**src/rtl/pupil_track_ctrl.sv**
```systemverilog
// pupil_track_ctrl
// Tracks the pupil as the centroid of dark pixels in each video frame and
// positions a square overlay box centred on it.
//
// Ports:
//   iCLK            pixel clock
//   iRST            asynchronous active-low reset
//   iDVAL           pixel-valid qualifier
//   iH_Cont/iV_Cont current pixel column / row (13 bits)
//   iGray           grayscale pixel value (10 bits)
//   oBoxX/oBoxY     overlay box top-left corner
//   oValid          1-cycle pulse when the box position is updated
//   oLost           level, last evaluated frame had too few dark pixels
//   oBusy           level, a frame result is being processed
//   oDrop           1-cycle pulse when a frame ends while still processing
module pupil_track_ctrl #(
    parameter logic [9:0]  THRESH    = 10'd100,
    parameter logic [12:0] BOX       = 13'd40,
    parameter logic [19:0] MIN_COUNT = 20'd64
) (
    input  logic        iCLK,
    input  logic        iRST,
    input  logic        iDVAL,
    input  logic [12:0] iH_Cont,
    input  logic [12:0] iV_Cont,
    input  logic [9:0]  iGray,
    output logic [12:0] oBoxX,
    output logic [12:0] oBoxY,
    output logic        oValid,
    output logic        oLost,
    output logic        oBusy,
    output logic        oDrop
);

    localparam logic [2:0] S_IDLE   = 3'd0;
    localparam logic [2:0] S_CHECK  = 3'd1;
    localparam logic [2:0] S_DIVX   = 3'd2;
    localparam logic [2:0] S_DIVY   = 3'd3;
    localparam logic [2:0] S_UPDATE = 3'd4;

    localparam logic [12:0] HALF_BOX = BOX >> 1;
    localparam logic [19:0] CNT_MAX  = 20'hFFFFF;
    localparam logic [5:0]  LAST_STEP = 6'd32;

    logic [12:0] r_prevV;
    logic [19:0] r_cnt;
    logic [32:0] r_sumX;
    logic [32:0] r_sumY;
    logic [19:0] r_snapCnt;
    logic [32:0] r_snapX;
    logic [32:0] r_snapY;
    logic [2:0]  r_state;
    logic [32:0] r_quot;
    logic [19:0] r_rem;
    logic [5:0]  r_step;
    logic [12:0] r_qX;
    logic [12:0] r_qY;
    logic [12:0] r_boxX;
    logic [12:0] r_boxY;
    logic        r_valid;
    logic        r_lost;
    logic        r_drop;

    logic        w_frameEnd;
    logic        w_dark;
    logic [19:0] w_cntInc;
    logic [32:0] w_hExt;
    logic [32:0] w_vExt;
    logic [20:0] w_remShift;
    logic        w_fits;
    logic [19:0] w_diff;
    logic [19:0] w_remNext;
    logic [32:0] w_quotNext;
    logic        w_lastStep;
    logic [12:0] w_boxX;
    logic [12:0] w_boxY;

    // A frame ends when the row counter wraps back towards the top.
    assign w_frameEnd = (iV_Cont < r_prevV);
    assign w_dark     = iDVAL && (iGray < THRESH);
    assign w_cntInc   = (r_cnt == CNT_MAX) ? r_cnt : (r_cnt + 20'd1);
    assign w_hExt     = {20'd0, iH_Cont};
    assign w_vExt     = {20'd0, iV_Cont};

    // One restoring-division step: shift the next dividend bit (MSB of the
    // quotient register) into the remainder and subtract if it fits. The
    // quotient bits fill the vacated LSBs, so after 33 steps r_quot holds
    // the full quotient. A successful subtraction always leaves a value
    // below the divisor, so 20 bits of difference are enough.
    assign w_remShift = {r_rem, r_quot[32]};
    assign w_fits     = (w_remShift >= {1'b0, r_snapCnt});
    assign w_diff     = w_remShift[19:0] - r_snapCnt;
    assign w_remNext  = w_fits ? w_diff : w_remShift[19:0];
    assign w_quotNext = {r_quot[31:0], w_fits};
    assign w_lastStep = (r_step == LAST_STEP);

    // Centre the box on the centroid, clamping at the image edge.
    assign w_boxX = (r_qX < HALF_BOX) ? 13'd0 : (r_qX - HALF_BOX);
    assign w_boxY = (r_qY < HALF_BOX) ? 13'd0 : (r_qY - HALF_BOX);

    assign oBoxX  = r_boxX;
    assign oBoxY  = r_boxY;
    assign oValid = r_valid;
    assign oLost  = r_lost;
    assign oDrop  = r_drop;
    assign oBusy  = (r_state != S_IDLE);

    always_ff @(posedge iCLK or negedge iRST) begin
        if (!iRST) begin
            r_prevV <= 13'd0;
        end else begin
            r_prevV <= iV_Cont;
        end
    end

    // The pixel on the frame-end cycle belongs to the new frame, so it
    // seeds the accumulators instead of being added to the old totals.
    always_ff @(posedge iCLK or negedge iRST) begin
        if (!iRST) begin
            r_cnt  <= 20'd0;
            r_sumX <= 33'd0;
            r_sumY <= 33'd0;
        end else if (w_frameEnd) begin
            r_cnt  <= w_dark ? 20'd1 : 20'd0;
            r_sumX <= w_dark ? w_hExt : 33'd0;
            r_sumY <= w_dark ? w_vExt : 33'd0;
        end else if (w_dark) begin
            r_cnt  <= w_cntInc;
            r_sumX <= r_sumX + w_hExt;
            r_sumY <= r_sumY + w_vExt;
        end
    end

    // A frame end outside IDLE only discards the totals; the running
    // division keeps its own snapshot and is not disturbed.
    always_ff @(posedge iCLK or negedge iRST) begin
        if (!iRST) begin
            r_state   <= S_IDLE;
            r_snapCnt <= 20'd0;
            r_snapX   <= 33'd0;
            r_snapY   <= 33'd0;
            r_quot    <= 33'd0;
            r_rem     <= 20'd0;
            r_step    <= 6'd0;
            r_qX      <= 13'd0;
            r_qY      <= 13'd0;
            r_boxX    <= 13'd0;
            r_boxY    <= 13'd0;
            r_valid   <= 1'b0;
            r_lost    <= 1'b0;
            r_drop    <= 1'b0;
        end else begin
            r_valid <= 1'b0;
            r_drop  <= w_frameEnd && (r_state != S_IDLE);
            case (r_state)
                S_IDLE: begin
                    if (w_frameEnd) begin
                        r_snapCnt <= r_cnt;
                        r_snapX   <= r_sumX;
                        r_snapY   <= r_sumY;
                        r_state   <= S_CHECK;
                    end
                end
                S_CHECK: begin
                    if (r_snapCnt < MIN_COUNT) begin
                        r_lost  <= 1'b1;
                        r_state <= S_IDLE;
                    end else begin
                        r_quot  <= r_snapX;
                        r_rem   <= 20'd0;
                        r_step  <= 6'd0;
                        r_state <= S_DIVX;
                    end
                end
                S_DIVX: begin
                    if (w_lastStep) begin
                        r_qX    <= w_quotNext[12:0];
                        r_quot  <= r_snapY;
                        r_rem   <= 20'd0;
                        r_step  <= 6'd0;
                        r_state <= S_DIVY;
                    end else begin
                        r_quot <= w_quotNext;
                        r_rem  <= w_remNext;
                        r_step <= r_step + 6'd1;
                    end
                end
                S_DIVY: begin
                    if (w_lastStep) begin
                        r_qY    <= w_quotNext[12:0];
                        r_step  <= 6'd0;
                        r_state <= S_UPDATE;
                    end else begin
                        r_quot <= w_quotNext;
                        r_rem  <= w_remNext;
                        r_step <= r_step + 6'd1;
                    end
                end
                S_UPDATE: begin
                    r_boxX  <= w_boxX;
                    r_boxY  <= w_boxY;
                    r_lost  <= 1'b0;
                    r_valid <= 1'b1;
                    r_state <= S_IDLE;
                end
                default: begin
                    r_state <= S_IDLE;
                end
            endcase
        end
    end

endmodule

```
**config.mk**
```make
export PLATFORM = sky130hd
export DESIGN_NAME = pupil_track_ctrl
export DESIGN_NICKNAME = d
export VERILOG_FILES = /design/src/rtl/pupil_track_ctrl.sv
export SDC_FILE = /design/constraint.sdc
export NUM_CORES = 1
export LEC_CHECK = 0
export ABC_AREA = 1
export CORE_MARGIN = 2
export CORE_UTILIZATION = 45
export CTS_CLUSTER_SIZE = 25
export DETAILED_ROUTE_END_ITERATION = 12
export SETUP_SLACK_MARGIN = 0.05
export SYNTH_ARGS = -nofsm -noshare
export SYNTH_HDL_FRONTEND = slang
export SYNTH_SLANG_ARGS = --single-unit
export TNS_END_PERCENT = 50
```
**constraint.sdc**
```tcl
create_clock -name iCLK -period 1.97 [get_ports iCLK]
set_clock_uncertainty 0.1 [all_clocks]
set_input_delay 0.197 -clock iCLK [delete_from_list [all_inputs] [get_ports iCLK]]
set_output_delay 0.197 -clock iCLK [all_outputs]
set_load 0.05 [all_outputs]
```
==> results.tsv <==
stage	metric	value	unit
finish	nNetsFinal	2894	
status	status	finished, violations left	
global_route	grt_max_degree	63	
job	maxCapViolCount	0	
route	drt_iter0_drc	1022	
route	ant_nets	0	
synth	yosysSeqAreaShare	0.421	
critical_path	ff2ff_path_depth	11	
critical_path	path_class	flip-flop to flip-flop	
finish	utilization	0.639	
critical_path	cp.depth	11	
critical_path	crit_buf_inv	3	
route	drcViolationCount	0	
sta	rsz0062_at_grt	yes	
floorplanning	coreArea	39500	sq um
cts	cts_tree	built	
floorplanning	row_count	73	
power	swShare	0.384	
global_route	grt-ovfl-total	0	
global_route	grt_pass1_vias	16914	
floorplanning	pin_count	69	
cts	h-tree-depth	2	
route	detail_route.wl_per_cell	16.6	microns
place	placed_cells	3200	
cts	cts.path.max_buffers	3	
route	vias	17465	
finish	area_delta_synth_final	40.8	%
sta	max_freq	465	MHz
sta	hold_viol	0	
synth	synth_edf_count	0	
finish	final_cells	3338	
sta	maxSlewHeadroom	0.660	
route	via_per_inst	5.23	
power	p_int	17.5	mW
synth	synth_flop_cell	dfrtp_1	
finish	fillers	3389	
synth	async_flop_share	1.00	
route	wl_met1	24.9	mm
floorplanning	die_area	41500	sq um
sta	timing.hold.ws	0.0514	ns
power	p_per_area	1130	nW/um^2
global_route	gr-usage-all-layers	0.253	
cts	clk_latency	0.56	ns
finish	antennaDiodeCount	0	
power	vdd_drop_max	0.590	mV
cts	cts_sinks	302	
critical_path	required	2.32	ns
critical_path	cp_cell_sequence	inv_1, ha_4, a21oi_1, nand2_2, a21oi_4, nand2_8, buf_8, buf_12, or2_4, nand3_2, nand2_1	
sta	setup_violations	171	
synth	syn_area_per_cell	7.32	sq um
cts	clkTransAtPathRegs	0.06	ns
status	violations	setup timing	
sta	drv_slew	0	
global_route	grt_pass1_wl	84.9	mm
critical_path	cp-end-kind	flip-flop	
worst_hold_path	hold_path_class	input port to asynchronous set/reset pin	
critical_path	cpPeakStageDelay	0.36	ns
sta	worst_slack	-0.181	ns
power	clkPwrFrac	0.255	
sta	period_needed	2.15	ns
cts	numCtsBuffers	35	
synth	yosysWarnings	0	
route	highest_layer	met4	
sta	tightest_slew	0.509	ns
synth	syn-num-nets	2556	
synth	synth.distinct_cells	40	
route	wirelength	55.3	mm
place	routabilityCongestion	0.924	
power	p_switching	10.9	mW
sta	finalCritPeriodShare	1.09	
finish	final_layout_size_suffix_gt1_frac	0.293	
critical_path	arrival	2.51	ns
critical_path	cp-start-kind	flip-flop	
power	seqPwrFrac	0.271	
power	p_leak	12.3	nW
synth	synth_area	17900	sq um
floorplanning	initial_core_util	0.454	
power	power_frac_comb	0.474	
critical_path	critPathMaxFanout	7	
route	drtPass1Iterations	6	
floorplanning	die_w	204	microns
route	wl_met3	2.36	mm
synth	ys_ff_latch	302	
floorplanning	fp.dieH	204	microns
route	routed-wl-met2	26.3	mm
critical_path	critPathSlowestCell	dfrtp_1	
place	hpwl	36.2	mm
cts	root_buffer	clkbuf_16	
place	numPortBuffers	66	
global_route	antenna_found_initial	0	
sta	final.setup.tns	-15.53	ns
place	dp_slack	-0.504	ns
synth	syn-instance-count	2451	
critical_path	path_delay_family	simple AND/OR/NAND/NOR gates	
## layer usage
metal  up-vias  GRT usage
met2       397      0.410
met4         0     0.0808
met1      8394      0.349
met5         -          0
li1       8551          -
met3       123     0.0371
## final cells by class
class | count | area (sq um) | share of cell area
flip-flops and latches | 302 | 7560 | 0.299
multi-input cells | 1668 | 10500 | 0.415
well taps | 525 | 657 | 0.0260
clock buffers | 45 | 993 | 0.0393
inverters | 397 | 1510 | 0.0597
clock inverters | 16 | 272 | 0.0107
repair buffers | 385 | 3800 | 0.151
## registers in the layout (all words and copies together), names as in the netlist, 13 cells and up
signal / cells
r_quot: 33
r_snapX: 33
r_snapY: 33
r_sumX: 33
r_sumY: 33
r_cnt: 20
r_rem: 20
r_snapCnt: 20
oBoxX: 13
oBoxY: 13
r_prevV: 13
r_qX: 13
r_qY: 13
## timing repair
item | in CTS | in global routing
endpoints found under the hold margin | 302 | 0
pin swaps | 28 | 75
gates resized for setup | 213 | 431
setup buffers | 18 | 32
cloned | 6 | 21
hold buffers | 1 | 0
endpoints found under the setup margin | 238 | 253
## cell families (layout without fill, tap and decap cells)
kind of cell             Yosys count  count (layout)  share of synthesized area
AO/OA/AOI/OAI                    392             392                      0.129
XOR/XNOR                          45              45                     0.0220
AND/OR/NAND/NOR                 1163            1165                      0.272
flip-flops                       302             302                      0.421
buffers and inverters            483             843                      0.109
adder cells (fa/ha/maj)           66              66                     0.0473
## through the flow
step / total power, mW / area (sq um)
after floorplan: 13.9 / 18000
after global routing: 30.1 / 25300
final: 28.4 / 25300
after CTS: 26.3 / 23100
after detailed placement: 17.6 / 20900
after global placement: 17.4 / 20900
## power by group through the flow
| stage | clock network (mW) | logic (mW) | registers [mW] |
|---|---|---|---|
| after floorplan | 0 | 6.41 | 7.54 |
| after global placement | 0 | 9.77 | 7.65 |
| after detailed placement | 0 | 9.93 | 7.67 |
| after CTS | 7.36 | 11.3 | 7.65 |
| after global routing | 7.61 | 14.7 | 7.80 |
| final | 7.26 | 13.5 | 7.71 |
## cells in the mapped netlist (16+ instances only)
master | number | area, sq um
dfrtp_1 | 302 | 7560
o21ai_0 | 126 | 631
nand2_1 | 750 | 2820
xor2_1 | 29 | 254
nand3b_1 | 19 | 143
inv_1 | 387 | 1450
o22ai_1 | 35 | 219
nand4_1 | 42 | 263
clkbuf_1 | 21 | 78.8
a21oi_1 | 52 | 260
nand3_1 | 149 | 746
nor2_1 | 139 | 522
o211ai_1 | 70 | 526
buf_2 | 51 | 255
xnor2_1 | 16 | 140
o21ai_2 | 29 | 254
o21ai_1 | 73 | 365
nor3_1 | 40 | 200
ha_1 | 63 | 788
## worst paths after layout
kind | slack [ns] | endpoint | from
min | 0.05 | oValid | iRST
max | -0.18 | r_sumX[12] | r_prevV[8]
min reg2reg | 0.37 | r_qY[11] | r_quot[10]
min in group iCLK | 0.17 | r_prevV[4] | iV_Cont[4]
max in group asynchronous | 0.98 | r_cnt[10] | iRST
max reg2reg | -0.18 | r_sumX[12] | r_prevV[8]
## cell usage in the layout (no fill, tap or decap), types with 17 or more instances in the layout
cell,n
a21oi_1,35
buf_12,24
buf_4,251
buf_6,18
clkbuf_16,49
clkdlybuf4s50_1,37
dfrtp_1,300
dlygate4sd2_1,27
ha_1,17
ha_4,44
inv_1,353
inv_2,42
nand2_1,583
nand2_2,104
nand2_4,63
nand3_1,111
nand3_2,36
nand3b_1,19
nand4_1,42
nor2_1,120
nor3_1,28
o211ai_1,70
o21ai_0,49
o21ai_1,101
o21ai_2,78
o22ai_1,35
xor2_1,29
No activity file was read; power rests on OpenSTA's default activity.
